### src/rtl/config_pkg.sv
// Shared constants and types for the ALU response transmit path.
// ALU_TX_CHECKSUM_EN adds a trailing XOR checksum byte to each packet.
package config_pkg;

  localparam logic [7:0] OP_ECHO = 8'hEC;
  localparam logic [7:0] OP_ADD  = 8'hAD;
  localparam logic [7:0] OP_MUL  = 8'hAC;
  localparam logic [7:0] OP_DIV  = 8'hD1;

  localparam int HDR_BYTES = 4;

`ifdef ALU_TX_CHECKSUM_EN
  localparam int CSUM_BYTES = 1;
`else
  localparam int CSUM_BYTES = 0;
`endif

  typedef enum logic [1:0] {
    IDLE,
    HEADER,
    PAYLOAD,
    CSUM
  } tx_state_e;

  function automatic logic [15:0] pkt_len(input int rb);
    return 16'(HDR_BYTES + rb + CSUM_BYTES);
  endfunction

endpackage

### src/rtl/response_byte_select.sv
// Picks the outgoing packet byte from FSM state, byte index and
// the registered opcode/result/length/checksum.
module response_byte_select
  import config_pkg::*;
#(
  parameter int RESULT_BYTES = 4
) (
  input  tx_state_e                 state,
  input  logic [3:0]                idx,
  input  logic [7:0]                opcode,
  input  logic [8*RESULT_BYTES-1:0] result,
  input  logic [15:0]               len,
  input  logic [7:0]                csum,
  output logic [7:0]                byte_o
);

  always_comb begin
    byte_o = 8'h00;
    unique case (state)
      HEADER: begin
        unique case (idx[1:0])
          2'd0:    byte_o = opcode;
          2'd1:    byte_o = 8'h00;
          2'd2:    byte_o = len[7:0];
          default: byte_o = len[15:8];
        endcase
      end
      PAYLOAD: begin
        for (int i = 0; i < RESULT_BYTES; i++) begin
          if (idx == 4'(i)) byte_o = result[8*i +: 8];
        end
      end
      CSUM:    byte_o = csum;
      default: byte_o = 8'h00;
    endcase
  end

endmodule

### src/rtl/alu_response_tx.sv
// Frames one ALU result as a response packet and streams it bytewise.
// Build with ALU_TX_CHECKSUM_EN for a trailing XOR checksum byte.
module alu_response_tx
  import config_pkg::*;
#(
  parameter int RESULT_BYTES = 4
) (
  input  logic                      clk,
  input  logic                      rst,
  input  logic [7:0]                opcode_i,
  input  logic [8*RESULT_BYTES-1:0] result_i,
  input  logic                      result_valid_i,
  output logic                      result_ready_o,
  output logic [7:0]                tx_data_o,
  output logic                      tx_valid_o,
  input  logic                      tx_ready_i,
  output logic                      busy_o
);

  localparam logic [15:0] LEN = pkt_len(RESULT_BYTES);
  localparam logic [3:0] LAST_HDR = 4'(HDR_BYTES - 1);
  localparam logic [3:0] LAST_PL = 4'(RESULT_BYTES - 1);

`ifdef ALU_TX_CHECKSUM_EN
  localparam tx_state_e PL_NEXT = CSUM;
`else
  localparam tx_state_e PL_NEXT = IDLE;
`endif

  tx_state_e state, state_nx;
  logic [3:0] idx;
  logic [7:0] opcode_q;
  logic [8*RESULT_BYTES-1:0] result_q;
  logic [7:0] csum_q;
  logic accept;
  logic hs;

  assign accept = result_valid_i && result_ready_o;
  assign hs     = tx_valid_o && tx_ready_i;

  always_ff @(posedge clk) begin
    if (rst) begin
      state    <= IDLE;
      idx      <= 4'd0;
      opcode_q <= 8'h00;
      result_q <= '0;
    end else begin
      state <= state_nx;
      if (accept) begin
        opcode_q <= opcode_i;
        result_q <= result_i;
        idx      <= 4'd0;
      end else if (hs) begin
        // index restarts whenever the packet moves to its next section
        idx <= (state_nx != state) ? 4'd0 : idx + 4'd1;
      end
    end
  end

`ifdef ALU_TX_CHECKSUM_EN
  always_ff @(posedge clk) begin
    if (rst || accept) csum_q <= 8'h00;
    else if (hs)       csum_q <= csum_q ^ tx_data_o;
  end
`else
  assign csum_q = 8'h00;
`endif

  always_comb begin
    state_nx = state;
    unique case (state)
      IDLE:    if (accept) state_nx = HEADER;
      HEADER:  if (hs && idx == LAST_HDR) state_nx = PAYLOAD;
      PAYLOAD: if (hs && idx == LAST_PL) state_nx = PL_NEXT;
`ifdef ALU_TX_CHECKSUM_EN
      CSUM:    if (hs) state_nx = IDLE;
`endif
      default: state_nx = IDLE;
    endcase
  end

  always_comb begin
    result_ready_o = 1'b0;
    tx_valid_o     = 1'b0;
    busy_o         = 1'b0;
    unique case (1'b1)
      (state == IDLE): result_ready_o = 1'b1;
      default: begin
        tx_valid_o = 1'b1;
        busy_o     = 1'b1;
      end
    endcase
  end

  response_byte_select #(
    .RESULT_BYTES(RESULT_BYTES)
  ) u_sel (
    .state (state),
    .idx   (idx),
    .opcode(opcode_q),
    .result(result_q),
    .len   (LEN),
    .csum  (csum_q),
    .byte_o(tx_data_o)
  );

endmodule

### config.mk
export PLATFORM = sky130hd
export DESIGN_NAME = alu_response_tx
export DESIGN_NICKNAME = d
export VERILOG_FILES = /design/src/rtl/config_pkg.sv /design/src/rtl/response_byte_select.sv /design/src/rtl/alu_response_tx.sv
export SDC_FILE = /design/constraint.sdc
export NUM_CORES = 1
export LEC_CHECK = 0
export CAP_MARGIN = 30
export CORE_UTILIZATION = 53
export DETAILED_ROUTE_END_ITERATION = 7
export PLACE_DENSITY = 0.88
export SKIP_LAST_GASP = 1
export SYNTH_ARGS = -nofsm -noshare
export SYNTH_HDL_FRONTEND = slang
export SYNTH_SLANG_ARGS = --single-unit
### constraint.sdc
create_clock -name clk -period 4.2 [get_ports clk]
set_input_delay 0.42 -clock clk [delete_from_list [all_inputs] [get_ports clk]]
set_output_delay 0.42 -clock clk [all_outputs]
set_load 0.03 [all_outputs]
; Word-level counts from Yosys, hierarchy flattened
; Index checks and enable logic that the tools add are counted.
; Widths: inputs -> output; s select.
[totals]
reg_bits = 46
output_inout_bits = 11
wordCells = 32
[op_classes]
add_sub_neg = 1
eq_ne = 7
n_mux = 13
n_reduce_logical = 7
[ops]
columns = cell, n
row1 = $mux 8, 4
row2 = $pmux 8 s2, 2
row3 = $eq 4x2->1 const B, 2
row4 = $mux 2, 3
row5 = $pmux 2 s3, 1
row6 = $add 4x1->4 const B, 1
row7 = $eq 2x2->1 const B, 2
row8 = $eq 4x1->1 const B, 1
row9 = $logic_not 2->1, 2
row10 = $logic_not 4->1, 1
row11 = $mux 4, 1
row12 = $logic_and 1x1->1, 3
row13 = $eq 2x1->1 const B, 1
row14 = $mux 1, 2
row15 = $ne 2x2->1, 1
row16 = $reduce_or 2->1, 1

; Logic depth before layout (Yosys ltp)
; Gate-level depths: netlist (run 1).
[logic_depth]
depth_word = 8
ltp_mapped = 8
mapped_depth_nobuf = 7

; Hierarchy
; Synthesis (run 1) repeated with hierarchy kept, for this count alone.
[hier_totals]
hier_cells = 285
hier_area_um2 = 2321.0
[by_module_without_submodules]
columns = mod, instances, cells_each, area_each_um2
row1 = alu_response_tx, 1, 215, 1747.9
row2 = response_byte_select, 1, 70, 573.0

; Worst setup path before layout (run 1)
; OpenSTA, ideal clock, no wires.
[synth_timing]
path_type = register -> output
from = register idx[0]
to = output port tx_data_o[0]
arrival_ps = 1860
setup_slack_ps = 1920
stages_incl_launch_ff = 7
path_buffers = 0
cell_sequence = dfxtp_1 -> inv_1 -> ha_1 -> nor4b_2 -> a22o_1 -> nand2_1 -> a31oi_1
[synth_between]
elab_chain_len = 6
elab_cells_between_ends = 12
cone_classes = 4 x eq/ne / 6 x mux / 2 x reduce/logical
[synth_lines]
columns = element, line_no
row1 = from (decl), alu_response_tx.sv:31  ; logic [3:0] idx;
row2 = from (signal assigned), alu_response_tx.sv:55  ; idx <= (state_nx != state) ? 4'd0 : idx + 4'd1;
row3 = $logic_not 4->1, response_byte_select.sv:30  ; if (idx == 4'(i)) byte_o = result[8*i +: 8];
row4 = $mux 8 (4 in series), response_byte_select.sv:30
row5 = $pmux 8 s2 *, response_byte_select.sv:19  ; unique case (state)
row6 = to (decl), alu_response_tx.sv:14  ; output logic [7:0] tx_data_o,
; Every way passes the cells marked *; elsewhere a longest branch is shown, timed or not.

; Worst setup path after layout (run 1)
[layout_timing]
from = register idx[0]
to = output port tx_data_o[2]
; The elaborated chain is that of the path after synthesis.

==> out/qor.csv, run 1 <==
metric,value,unit
timing.fmax,302,MHz
ios,55,
placed_cells,398,
multiInputGateArea,0.00123,mm²
yosysMostFrequentCell,nand2_1,
synth.distinct_cells,32,
start_kind,flip-flop,
initial_core_util,56.0,%
syn-mean-instance-area,7.24,µm²
dieArea,0.00455,mm²
clock_sinks,46,
ys_seq_elements,46,
drv_cap,0,
yosys-top-cells-count,"110 x nand2_1, 47 x a21oi_1, 46 x dfxtp_1",
tns,0,ps
insertedDiodeCount,0,
async_flop_share,0,%
cts_tree,built,
vias,2300,
setup_viol,0,
cts_made_buffers,5,
finalClockSkew,11.1,ps
peakVddDrop,0.206,mV
grt_pass1_vias,2007,
drtIter0Drc,153,
status,"complete, no violations",
netlist_area,0.00227,mm²
setup.worst_path.end_class,output pin,
detail_route.vias_per_cell,5.67,
synthFlopType,dfxtp_1,
totalWireLength,5620,µm
leakage,1.03,nW
hpwl,4020,µm
synth-edff-count,0,
whs_path_depth,2,
htree_levels,2,
yosysTopAreaCell,dfxtp_1,
arrival,2890,ps
grt_max_degree,44,
io_buffers,54,
drive_above_1_share,3.93,%
worst_skew_pair.late_latency,310,ps
syn-num-nets,366,
fillers,325,
yosysTopAreaCellShare,40.5,%
p_per_area,316,mW/mm²
cts_resized,0,
rsz0062_at_grt,no,
hold_viol,0,
hold_class,flip-flop to flip-flop,
wl_per_cell,13.8,µm
die_x,67.5,µm
instances_no_fill,406,
seqCellArea,921,µm²
grt_usage,27.6,%
crit_type,flip-flop to output pin,
fp.dieH,67.5,µm
cts_hold_buf,0,
worstMarginPinSlew,818,ps
antenna_found_initial,0,
grt_overflow,0,
cts_root_buf,clkbuf_8,
area_growth,27.4,%
cts_setup_buffers,0,
ys_seq_area_share,40.5,%
drc_errors,0,
grt_pass1_wl,9350,µm
crit_required,3780,ps
gp_congestion,0.821,
synth_top_cells_by_area,"dfxtp_1 41%, nand2_1 18%, a21oi_1 10%",
path_clk_slew,100,ps
worstPathMaxFanout,7,
core,0.00406,mm²
yosysWarnings,0,
synth_cells,314,
nNetsFinal,407,
min_period,3310,ps
floorplan.rows,23,
worstRegToRegCells,8,
finalCritPeriodShare,78.8,%
drv_slew,0,
drt_pre_antenna_iters,5,
antenna_left,0,
cts_buffer_depth,2,
slew_headroom,45.5,%
## power breakdown
part / switching [mW] / total, mW / internal, mW / leakage, nW
Clock: 0.158 / 0.275 / 0.117 / 0.0441
Combinational: 0.0876 / 0.161 / 0.0730 / 0.604
Sequential: 0.0173 / 0.480 / 0.463 / 0.377
## final timing paths
kind,from,endpoint,slack (ps)
setup / recovery,idx[0]$_SDFFE_PP0N_,tx_data_o[2],890
hold reg to reg,result_q[3]$_SDFFE_PP0P_,result_q[3]$_SDFFE_PP0P_,460
setup reg to reg,state[1]$_SDFF_PP0_,idx[1]$_SDFFE_PP0N_,1830
hold / removal,result_q[3]$_SDFFE_PP0P_,result_q[3]$_SDFFE_PP0P_,460
## registers in the layout, summed over array words and instances, names as in the netlist
| register | flops |
|---|---|
| opcode_q | 8 |
| state | 2 |
| idx | 4 |
| result_q | 32 |
## per-stage QoR
stage	utilization, %	instance area [µm²]	total power [mW]	setup slack, ps	hold WS, ps
global route	71.3	2890	0.960	690	473
global placement	69.1	2800	0.645	1360	440
floorplan	-	2270	0.578	1920	432
detailed placement	69.1	2800	0.650	1330	446
finish	71.3	2890	0.916	889	459
CTS	71.3	2890	0.916	933	460
## worst max-delay path, stage by stage, from the launching register on
cell,delay (ps)
dfxtp_1,360
inv_1,110
ha_1,250
nor4b_2,620
a22o_1,230
nand2_1,60
a31oi_1,240
clkdlybuf4s50_1,710
## layer usage
metal | track usage, % | share of wire, % | up-vias
li1 | - | - | 1146
met1 | 36.9 | 44 | 1063
met2 | 43.2 | 48 | 75
met3 | 5.07 | 5.4 | 16
met4 | 11.7 | 2.8 | 0
met5 | 0 | 0 | -
## cells by family after synthesis
kind of cell	Yosys count	synth area share [%]
simple gates	146	27.9
compound gates	84	21.9
flops	46	40.5
buf+inv	30	5.29
fa+ha+maj	8	4.41
## layout by cell type (no fill, tap or decap), drive strengths merged, types with 3 or more instances in the layout
master and n:
nand4 3, inv 7, a21oi 47, ha 8, clkdlybuf4s50 54, nand3 10, a31oi 8, o211ai 8
clkbuf 5, nor2 4, dfxtp 46, nor3 3, nand2 110, buf 3, a22o 7, nor2b 4
o21ai 10
## cell type report
class,count,area share (%)
Clock inverter,3,0.735
Multi-Input combinational cell,238,42.5
Sequential cell,46,31.8
Timing Repair Buffer,57,19.5
Inverter,7,0.908
Clock buffer,5,2.38
Tap cell,50,2.16
No activity file was read; power rests on OpenSTA's default activity.
==> run 2: changes to the inputs <==
Settings changed: CORE_UTILIZATION 53 to 49, PLACE_DENSITY 0.88 to 0.82.
Clock period 4.2 ns to 3.4 ns, I/O delays scaled along.
==> out/qor.csv, run 2 (synthesized netlist as in run 1, its figures left out) <==
metric,value,unit,change
worstHoldStart,result_q[3]$_SDFFE_PP0P_,,
insertedDiodeCount,0,,unchanged
arrival,2820,ps,-70 ps
top_register,result_q,,
status,"complete, no violations",,
drc_errors,0,,unchanged
cts_setup_buffers,0,,unchanged
timing.fmax,316,MHz,
start_kind,flip-flop,,
layout_common_cells,"110 x nand2_1, 54 x clkdlybuf4s50_1, 47 x a21oi_1, 46 x dfxtp_1",,
crit_type,flip-flop to output pin,,
slew_headroom,47.6,%,+2.2 points
grt_max_degree,43,,-2.3%
leakage,1.03,nW,unchanged
largest_reg_flops,32,,unchanged
finalClockSkew,4.69,ps,-6.41 ps
clkPwrFrac,29.5,%,-0.5 points
worstMarginPinSlew,785,ps,-32.7 ps
grt_usage,24.0,%,-3.6 points
hold_class,flip-flop to flip-flop,,
grt_pass1_wl,9470,µm,+1.3%
whs_path_depth,2,,unchanged
switchingPower,0.315,mW,+20%
hold_viol,0,,unchanged
r2r-end,result_q[24]$_SDFFE_PP0P_,,
peakVddDrop,0.250,mV,+21%
p_per_area,387,mW/mm²,+22%
cts_hold_buf,0,,unchanged
setup_viol,0,,unchanged
wl_per_cell,13.8,µm,-0.21%
drv_cap,0,,unchanged
gp_congestion,0.890,,+8.4%
rrSetupSlack,1280,ps,-550 ps
drtIter0Drc,209,,+37%
path_cells,inv_1 -> ha_1 -> nor4b_2 -> a22o_1 -> nand2_1 -> a31oi_1 -> clkdlybuf4s50_1,,
drv_slew,0,,unchanged
nNetsFinal,407,,unchanged
fin_hold_ws,459,ps,-0.00500 ps
antenna_left,0,,unchanged
hpwl,4130,µm,+2.9%
vias,2275,,-1.1%
worstPathMaxFanout,7,,unchanged
floorplan.rows,24,,+4.3%
core,0.00441,mm²,+8.8%
setup.worst_path.end_class,output pin,,
r2r-start,state[1]$_SDFF_PP0_,,
p_comb_share,17.3,%,-0.2 points
die_x,70.1,µm,+3.9%
grt_overflow,0,,unchanged
antenna_found_initial,0,,unchanged
critPathSlowestCell,clkdlybuf4s50_1,,
dpl_cell_area,0.00281,mm²,about the same
io_buffers,54,,unchanged
seq_power_share,53.2,%,+0.8 points
switching_share,28.1,%,-0.63 points
path_clk_slew,90,ps,about the same
area_growth,27.5,%,about the same
worst_skew_pair.late_latency,290,ps,-20 ps
dieArea,0.00491,mm²,+7.9%
timing.critical_path.from,idx[0]$_SDFFE_PP0N_,,
worstRegToRegCells,6,,-2
cts_root_buf,clkbuf_8,,
drive_above_1_share,3.93,%,unchanged
total_power,1.12,mW,+22%
rsz0062_at_grt,no,,
cts_resized,0,,unchanged
totalWireLength,5640,µm,+0.28%
cts_made_buffers,5,,unchanged
reg_top3,"result_q (32), opcode_q (8), idx (4)",,
final_cell_area,0.00290,mm²,about the same
cp_slowest_stage_delay,710,ps,about the same
grt_pass1_vias,2072,,+3.2%
detail_route.vias_per_cell,5.58,,-1.6%
fp.dieH,70.1,µm,+3.9%
tns,0,ps,unchanged
cts_buffer_depth,2,,unchanged
p_int,0.807,mW,+24%
drt_pre_antenna_iters,4,,-1
layout_commonest_cell,nand2_1,,
min_period,3160,ps,
clock_sinks,46,,unchanged
hold_end,result_q[3]$_SDFFE_PP0P_,,
initial_core_util,51.5,%,-4.5 points
htree_levels,2,,unchanged
crit_required,3060,ps,-720 ps
ios,55,,unchanged
finalCritPeriodShare,92.9,%,
cts_tree,built,,
==> run 2: cell type report <==
class,instances,area [µm²]
timing repair buffer,57,563
multi-input combinational,238,1230
sequential,46,921
fill,413,1520
inverter,7,26.3
clock buffer,5,68.8
clock inverter,3,21.3
tap,52,65.1
==> run 2: stage by stage <==
stage | instances | util (%) | setup WS (ps)
detailed placement | 400 | 63.6 | 600
global route | 408 | 65.6 | 93.4
finish | 408 | 65.6 | 240
global placement | 400 | 63.6 | 636
floorplan | 314 | - | 1200
CTS | 408 | 65.6 | 283
==> run 2: worst max-delay path: cells and delay by family, from the launching register on <==
kind                     cells  cell delay, ps
buffers and inverters        2             830
adder cells (fa/ha/maj)      1             220
flip-flops                   1             360
AND/OR/NAND/NOR              2             670
AO/OA/AOI/OAI                2             450
==> run 2: power by group through the flow <==
stage	clock network, mW	registers, mW	logic (mW)
after detailed placement	0	0.608	0.195
final	0.331	0.596	0.194
after global placement	0	0.607	0.191
after CTS	0.335	0.596	0.195
after global routing	0.358	0.599	0.219
after floorplan	0	0.599	0.115
==> run 2: metal layers <==
layer | vias to the layer above | wire [µm] | track usage (%)
li1 | 1145 | - | -
met2 | 67 | 2810 | 39.7
met1 | 1056 | 2500 | 32.2
met4 | 0 | 59 | 6.22
met5 | - | 0 | 0
met3 | 7 | 273 | 4.18
==> run 2: worst max path at each step <==
stage | endpoint | slack [ps] | cells after the start
final | tx_data_o[2] | 240 | 7
after global routing | tx_data_o[7] | 90 | 7
after CTS | tx_data_o[4] | 280 | 7
after detailed placement | tx_data_o[1] | 600 | 7
after global placement | tx_data_o[1] | 640 | 7
after floorplan | tx_data_o[0] | 1200 | 6
==> run 3: changes to the inputs <==
Settings changed: ABC_CLOCK_PERIOD_IN_PS set to 3400, REMOVE_ABC_BUFFERS set to 1, SLEW_MARGIN set to 40.
==> out/qor.csv, run 3 (synthesized netlist as in run 1, its figures left out) <==
metric,value,unit,change
status,"complete, no violations",,
cts_tree,built,,
drv_slew,0,,unchanged
core,0.00441,mm²,unchanged
drt_pre_antenna_iters,4,,unchanged
detail_route.vias_per_cell,5.49,,-1.6%
worstMarginPinSlew,751,ps,-34.2 ps
setup_viol,0,,unchanged
top_register,result_q,,
area_growth,28.2,%,
cts_resized,0,,unchanged
largest_reg_flops,32,,unchanged
hold_class,flip-flop to flip-flop,,
grt_pass1_wl,9510,µm,+0.44%
rsz0062_at_grt,no,,
nNetsFinal,409,,+0.49%
p_per_area,385,mW/mm²,-0.48%
die_x,70.1,µm,unchanged
arrival,2860,ps,+40 ps
drv_cap,0,,unchanged
cts_buffer_depth,2,,unchanged
wl_per_cell,13.4,µm,-3.3%
dieArea,0.00491,mm²,unchanged
path_cells,inv_1 -> ha_1 -> nor4b_2 -> a22o_1 -> nand2_1 -> a31oi_1 -> clkdlybuf4s50_1,,
rrSetupSlack,1360,ps,+80 ps
worst_skew_pair.late_latency,290,ps,about the same
leakage,1.04,nW,+1.4%
slew_headroom,49.8,%,+2.1 points
drc_errors,0,,unchanged
drtIter0Drc,129,,-38%
worstPathMaxFanout,7,,unchanged
start_kind,flip-flop,,
reg_top3,"result_q (32), opcode_q (8), idx (4)",,
grt_overflow,0,,unchanged
final_cell_area,0.00291,mm²,+0.60%
fp.dieH,70.1,µm,unchanged
crit_required,3060,ps,about the same
floorplan.rows,24,,unchanged
cts_root_buf,clkbuf_8,,
io_buffers,54,,unchanged
grt_max_degree,30,,-30%
grt_usage,23.9,%,-0.052 points
peakVddDrop,0.255,mV,+1.8%
tns,0,ps,unchanged
fillers,409,,-0.97%
min_period,3200,ps,+44.0 ps
setup.worst_path.end_class,output pin,,
hpwl,3920,µm,-5.3%
layout_commonest_cell,nand2_1,,
insertedDiodeCount,0,,unchanged
clock_sinks,46,,unchanged
gp_congestion,0.801,,-10%
antenna_left,0,,unchanged
critPathSlowestCell,clkdlybuf4s50_1,,
cts_setup_buffers,0,,unchanged
cp_slowest_stage_delay,700,ps,about the same
grt_pass1_vias,2236,,+7.9%
dpl_cell_area,0.00282,mm²,+0.54%
totalWireLength,5480,µm,-2.8%
cts_made_buffers,5,,unchanged
hold_viol,0,,unchanged
htree_levels,2,,unchanged
drive_above_1_share,4.47,%,+0.54 points
vias,2250,,-1.1%
antenna_found_initial,0,,unchanged
initial_core_util,51.5,%,unchanged
layout_common_cells,"110 x nand2_1, 54 x clkdlybuf4s50_1, 47 x a21oi_1, 46 x dfxtp_1",,
ios,55,,unchanged
cts_hold_buf,0,,unchanged
path_clk_slew,80,ps,about the same
crit_type,flip-flop to output pin,,
finalCritPeriodShare,94.2,%,+1.3 points
finalClockSkew,5.32,ps,+0.628 ps
timing.fmax,312,MHz,-1.4%
run 3: final cells by class:
class | count | area [µm²] | share of cell area [%]
multi-input cells | 238 | 1230 | 42.3
flip-flops and latches | 46 | 921 | 31.6
repair buffers | 59 | 578 | 19.8
clock buffers | 7 | 86.3 | 2.96
well taps | 52 | 65.1 | 2.23
inverters | 7 | 26.3 | 0.902
clock inverters | 1 | 5.00 | 0.172
run 3: metal layers:
layer  track usage (%)  routed length [µm]
met5                 0                   0
met1              29.2                2320
met4              9.33                 105
met3              4.33                 292
met2              41.5                2760
run 3: critical path: cells and delay by family (launching register included):
family	cells	cell delay, ps
DFF	1	360
AOI/OAI and AO/OA	2	440
buffers and inverters	2	820
and+or+nand+nor	2	700
adders and majority gates	1	250
run 3: path summary, 6_finish.rpt:
kind | from | depth (start not counted) | endpoint
max reg2reg | state[1]$_SDFF_PP0_ | 7 | idx[2]$_SDFFE_PP0N_
max | idx[0]$_SDFFE_PP0N_ | 7 | tx_data_o[6]
min | result_q[5]$_SDFFE_PP0P_ | 2 | result_q[5]$_SDFFE_PP0P_
min reg2reg | result_q[5]$_SDFFE_PP0P_ | 2 | result_q[5]$_SDFFE_PP0P_
run 3: where the power goes:
part           internal, mW  leakage (nW)  switching (mW)  total [mW]
logic                0.0908         0.615           0.107       0.197
clock network         0.164        0.0482           0.169       0.333
registers             0.572         0.377          0.0208       0.593
run 3: through the flow:
step / worst slack [ps] / util (%) / std cells / total power [mW] / hold slack (ps)
floorplan: 1130 / - / 291 / 0.700 / 409
global placement: 613 / 63.9 / 402 / 0.796 / 442
detailed placement: 553 / 63.9 / 402 / 0.802 / 448
CTS: 213 / 66.0 / 410 / 1.13 / 459
global route: 74.9 / 66.0 / 410 / 1.19 / 485
finish: 196 / 66.0 / 410 / 1.12 / 457
==> variant 1 (flow settings as in run 2) <==
The option `ALU_TX_CHECKSUM_EN` is turned on by a define.
--- a/src/rtl/config_pkg.sv
+++ b/src/rtl/config_pkg.sv
@@ -1,4 +1,6 @@
 // Shared constants and types for the ALU response transmit path.
 // ALU_TX_CHECKSUM_EN adds a trailing XOR checksum byte to each packet.
+`define ALU_TX_CHECKSUM_EN
+
 package config_pkg;
 
Behaviour: not the same (Yosys sat finds a counterexample within 4 cycles, from zero or initial values and one cycle with rst high).
==> variant 1 against run 2 <==
Synthesized cell count rose by 16%; fmax fell by 1.6%; worst setup slack got worse by 51 ps; routed wire length rose by 23%; synthesized area rose by 24%; sequential cell count rose by 8; clock power rose by 28%; non-clock buffer count rose by 2; die area rose by 23%; global-route usage fell by 0.20 points; final cell count rose by 17%; total power rose by 17%; via count rose by 19%; final area rose by 19%; critical path type unchanged; largest cell class unchanged.
==> variant 1: results (changes against run 2) <==
| Metric | Value |
|---|---|
| Xor/xnor share of the synthesized area | 0.00623 (+0.00623) |
| Grt met1 use | 0.324 (+0.00196) |
| Synth unique cells | 43 (+34%) |
| Adder-cell area share of the yosys netlist | 0.0218 (-0.0223) |
| Layout Nets | 451 (+11%) |
| Largest net degree at the start of global routing | 51 (+19%) |
| Synth area leaders | dfxtp_1 38%, nand2_1 17%, a21oi_1 7.7% |
| Relative slew slack | 0.504 (+0.0280) |
| Static Leakage | 1.25 nW (+22%) |
| Met3 routed WL | 473 µm (+73%) |
| Post-Syn Area | 2810 µm² (+24%) |
| Synthesized flop and latch total | 54 (+17%) |
| Critical path's largest stage delay | 680 ps (-30 ps) |
| Inst Count DP | 468 (+17%) |
| Metal2 WL | 3.07 mm (+9.5%) |
| Syn_nets | 412 (+13%) |
| WL/cell | 14.5 µm (+5.0%) |
| Final Skew | 6.33 ps (+1.63 ps) |
| Worst skew pair latency | 310 ps (+20 ps) |
| Initial DRC Count | 149 (-29%) |
| Status | completed |
| First-pass GRT wire length | 11.4 mm (+20%) |
| Met1 wire length | 3.18 mm (+27%) |
| Layout cells sized above 1 | 0.0446 (+0.00523) |
| M3 GR Usage | 0.0447 (+0.00286) |
| Post-synthesis mux area share | 0.0285 (+0.0285) |
| Compound-gate portion of the synthesized area | 0.227 (+0.00826) |
| Critical-path maximum fanout | 17 (+10) |
[variant 1: cell count changes in the layout (fill, tap and decap cells not counted), moves of 7 or more]
cell	run 2	this run
a31oi_1	8	0
dfxtp_1	46	54
mux2i_1	0	8
nand2_1	110	124
nand3_1	10	2
o211a_1	0	7
o211ai_1	8	1
or3_1	1	8
[variant 1: report_power, final]
part           leakage (nW)  total (mW)  switching (mW)  internal, mW
Clock                0.0514       0.423           0.204         0.220
Combinational         0.758       0.203           0.103        0.0995
Sequential            0.442       0.690          0.0277         0.662
Total                  1.25        1.32           0.335         0.981
[variant 1: worst register-to-register path, cell delays in order, from the launching register on]
cell,delay [ps]
dfxtp_1,810
buf_4,290
nor3b_4,60
nor2_1,520
a21boi_1,360
a21boi_1,220
[variant 1: final timing paths]
check	cells past startpoint	to	startpoint	slack (ps)
hold / removal	2	result_q[27]$_SDFFE_PP0P_	result_q[27]$_SDFFE_PP0P_	470
setup / recovery	7	tx_data_o[7]	idx[0]$_SDFFE_PP0P_	190
hold reg to reg	2	result_q[27]$_SDFFE_PP0P_	result_q[27]$_SDFFE_PP0P_	470
setup reg to reg	5	idx[0]$_SDFFE_PP0P_	state[0]$_SDFF_PP0_	1070
[variant 1: through the flow]
stage	setup WS, ps	hold WS [ps]	instance area (µm²)
after floorplan	1290	431	2810
after global routing	42.3	488	3440
after detailed placement	581	451	3330
after global placement	629	442	3330
final	190	468	3440
after CTS	232	468	3440
[variant 1: area by class of cell]
class / count / area, µm²
timing repair buffer: 59 / 578
clock inverter: 2 / 37.5
clock buffer: 6 / 72.6
multi-input combinational: 277 / 1560
tap: 72 / 90.1
inverter: 6 / 22.5
sequential: 54 / 1080
fill: 497 / 2060
==> variant 2 (settings of run 2) <==
Without the edit above. Encoding of `tx_state_e`: now one-hot (4 bits for 4 states).
--- a/src/rtl/config_pkg.sv
+++ b/src/rtl/config_pkg.sv
@@ -16,9 +16,9 @@
 `endif
 
-  typedef enum logic [1:0] {
-    IDLE,
-    HEADER,
-    PAYLOAD,
-    CSUM
+  typedef enum logic [3:0] {
+    IDLE    = 4'b0001,
+    HEADER  = 4'b0010,
+    PAYLOAD = 4'b0100,
+    CSUM    = 4'b1000
   } tx_state_e;
 
Behaviour: same outputs for any inputs over 10 cycles, from zero or initial values and one cycle with rst high; not proved beyond that.
==> variant 2 against run 2 <==
Combinational power decreased by 24%; synthesized area down 1.3%; worst setup slack improved by 130 ps; routed wire length fell by 6.8%; via count shrank 3.7%; clock skew rose by 2.1 ps; non-clock buffer count grew 1; final area decreased by 0.52%; total power is 6.4% higher; sequential cell count rose by 2; highest routed layer unchanged.
==> variant 2: results (changes against run 2) <==
| Metric | Value |
|---|---|
| CTS max path bufs | 2 (unchanged) |
| CTS resizes | 0 (unchanged) |
| Largest net degree at the start of global routing | 35 (-19%) |
| Hold Path Class | register to register |
| Vias per cell | 5.45 (-2.3%) |
| Seq/Total Area, Yosys | 0.428 (+0.0230) |
| Vias in the first global route | 1,980 (-4.4%) |
| Asr flop ratio synth | 0 (unchanged) |
| Synth unique cells | 30 (-6.3%) |
| Synth area leaders | dfxtp_1 43%, nand2_1 16%, a21oi_1 14% |
| Average size of a mapped cell | 7.31 µm² (+0.98%) |
| Worst skew pair latency | 300 ps |
| Syn. warnings | 0 (unchanged) |
| Dpl cell area | 2760 µm² (-1.8%) |
| Synth top area share | 0.428 (+0.0230) |
| Static Leakage | 0.980 nW (-4.5%) |
| CTS Buf Count | 5 (unchanged) |
| Layout Nets | 397 (-2.5%) |
| Critical-path maximum fanout | 16 (+9) |
| Max IR drop VDD | 318 µV (+27%) |
| Postcts setup bufs | 0 (unchanged) |
| HPWL after detailed placement | 3.84 mm (-7.2%) |
| WL/cell | 13.1 µm (-5.4%) |
| First-pass GRT wire length | 8.82 mm (-6.8%) |
| H-tree Lvls | 2 (unchanged) |
| Reg clk slew, reported paths | 80 ps |
| Post-synth top flop | dfxtp_1 |
| Inst Count DP | 394 (-1.5%) |
| Drt first pass iters | 5 (+1) |
| Root Driver | clkbuf_8 |
| Initial antenna violation count | 0 (unchanged) |
| Top Registers | result_q: 32 flops, opcode_q: 8 flops |
| Pint | 0.923 mW (+14%) |
| Critical path arrival | 2690 ps (-130 ps) |
| P&R area growth vs syn | 28.4% |
| Layout cells sized above 1 | 0.0400 (+0.000674) |
| # port buffers | 54 (unchanged) |
| Gpl congestion | 0.833 (-6.4%) |
| Status | completed |
| GRT Overall Usage | 0.223 (-0.0169) |
| Top cells by count, synth | 94 x nand2_1, 61 x a21oi_1, 48 x dfxtp_1, 18 x o21ai_0, 17 x clkbuf_1 |
| Final Skew | 6.82 ps (+2.12 ps) |
| Syn_nets | 355 (-3.0%) |
| ANT cells | 0 (unchanged) |
| Routed wire length | 5.25 mm (-6.8%) |
| Initial DRC Count | 165 (-21%) |
| Worst-margin pin slew | 729 ps (-56.0 ps) |
variant 2: worst max-delay path, cell delays in order, from the launching register on:
cell and delay (ps):
dfxtp_1 350, inv_1 130, ha_1 530, nand2_1 100, o21ai_0 190, a22oi_1 110
o21ai_0 260, clkdlybuf4s50_1 720
variant 2: cell families after synthesis:
family	share of synthesized area
other	0.00167
AND/OR/NAND/NOR	0.235
adder cells (fa/ha/maj)	0.0223
flip-flops	0.428
buffers and inverters	0.0786
AO/OA/AOI/OAI	0.234
variant 2: metrics by stage:
stage / util / setup slack, ps
6_report: 0.657 / 374
5_1_grt: 0.657 / 192
4_1_cts: 0.657 / 416
3_5_place_dp: 0.628 / 742
3_3_place_gp: 0.628 / 884
2_1_floorplan: - / 1040
variant 2: final timing paths:
check                                 from                        end  slack, ps  depth (start not counted)
hold reg to reg   result_q[6]$_SDFFE_PP0P_   result_q[6]$_SDFFE_PP0P_        460                          2
setup reg to reg       state[0]$_SDFF_PP1_  result_q[28]$_SDFFE_PP0P_       1340                          6
setup / recovery       idx[1]$_SDFFE_PP0N_               tx_data_o[1]        370                          7
hold / removal    result_q[6]$_SDFFE_PP0P_   result_q[6]$_SDFFE_PP0P_        460                          2
variant 2: power groups by stage:
stage          combinational [mW]  clock (mW)  sequential [mW]
6_report                    0.148       0.443            0.602
3_5_place_dp                0.149           0            0.615
2_1_floorplan              0.0842           0            0.609
5_1_grt                     0.165       0.473            0.605
3_3_place_gp                0.146           0            0.614
4_1_cts                     0.149       0.448            0.602
variant 2: layout make-up:
type                            count  area [µm²]
Clock buffer                        7        96.3
Clock inverter                      1        30.0
Fill cell                         396        1500
Inverter                           14        52.6
Multi-Input combinational cell    222        1110
Sequential cell                    48         961
Tap cell                           52        65.1
Timing Repair Buffer               58         571
variant 2: layer usage:
layer	GRT usage	wire [µm]
met1	0.303	2510
met2	0.360	2410
met3	0.0422	261
met4	0.0667	78
met5	0	0
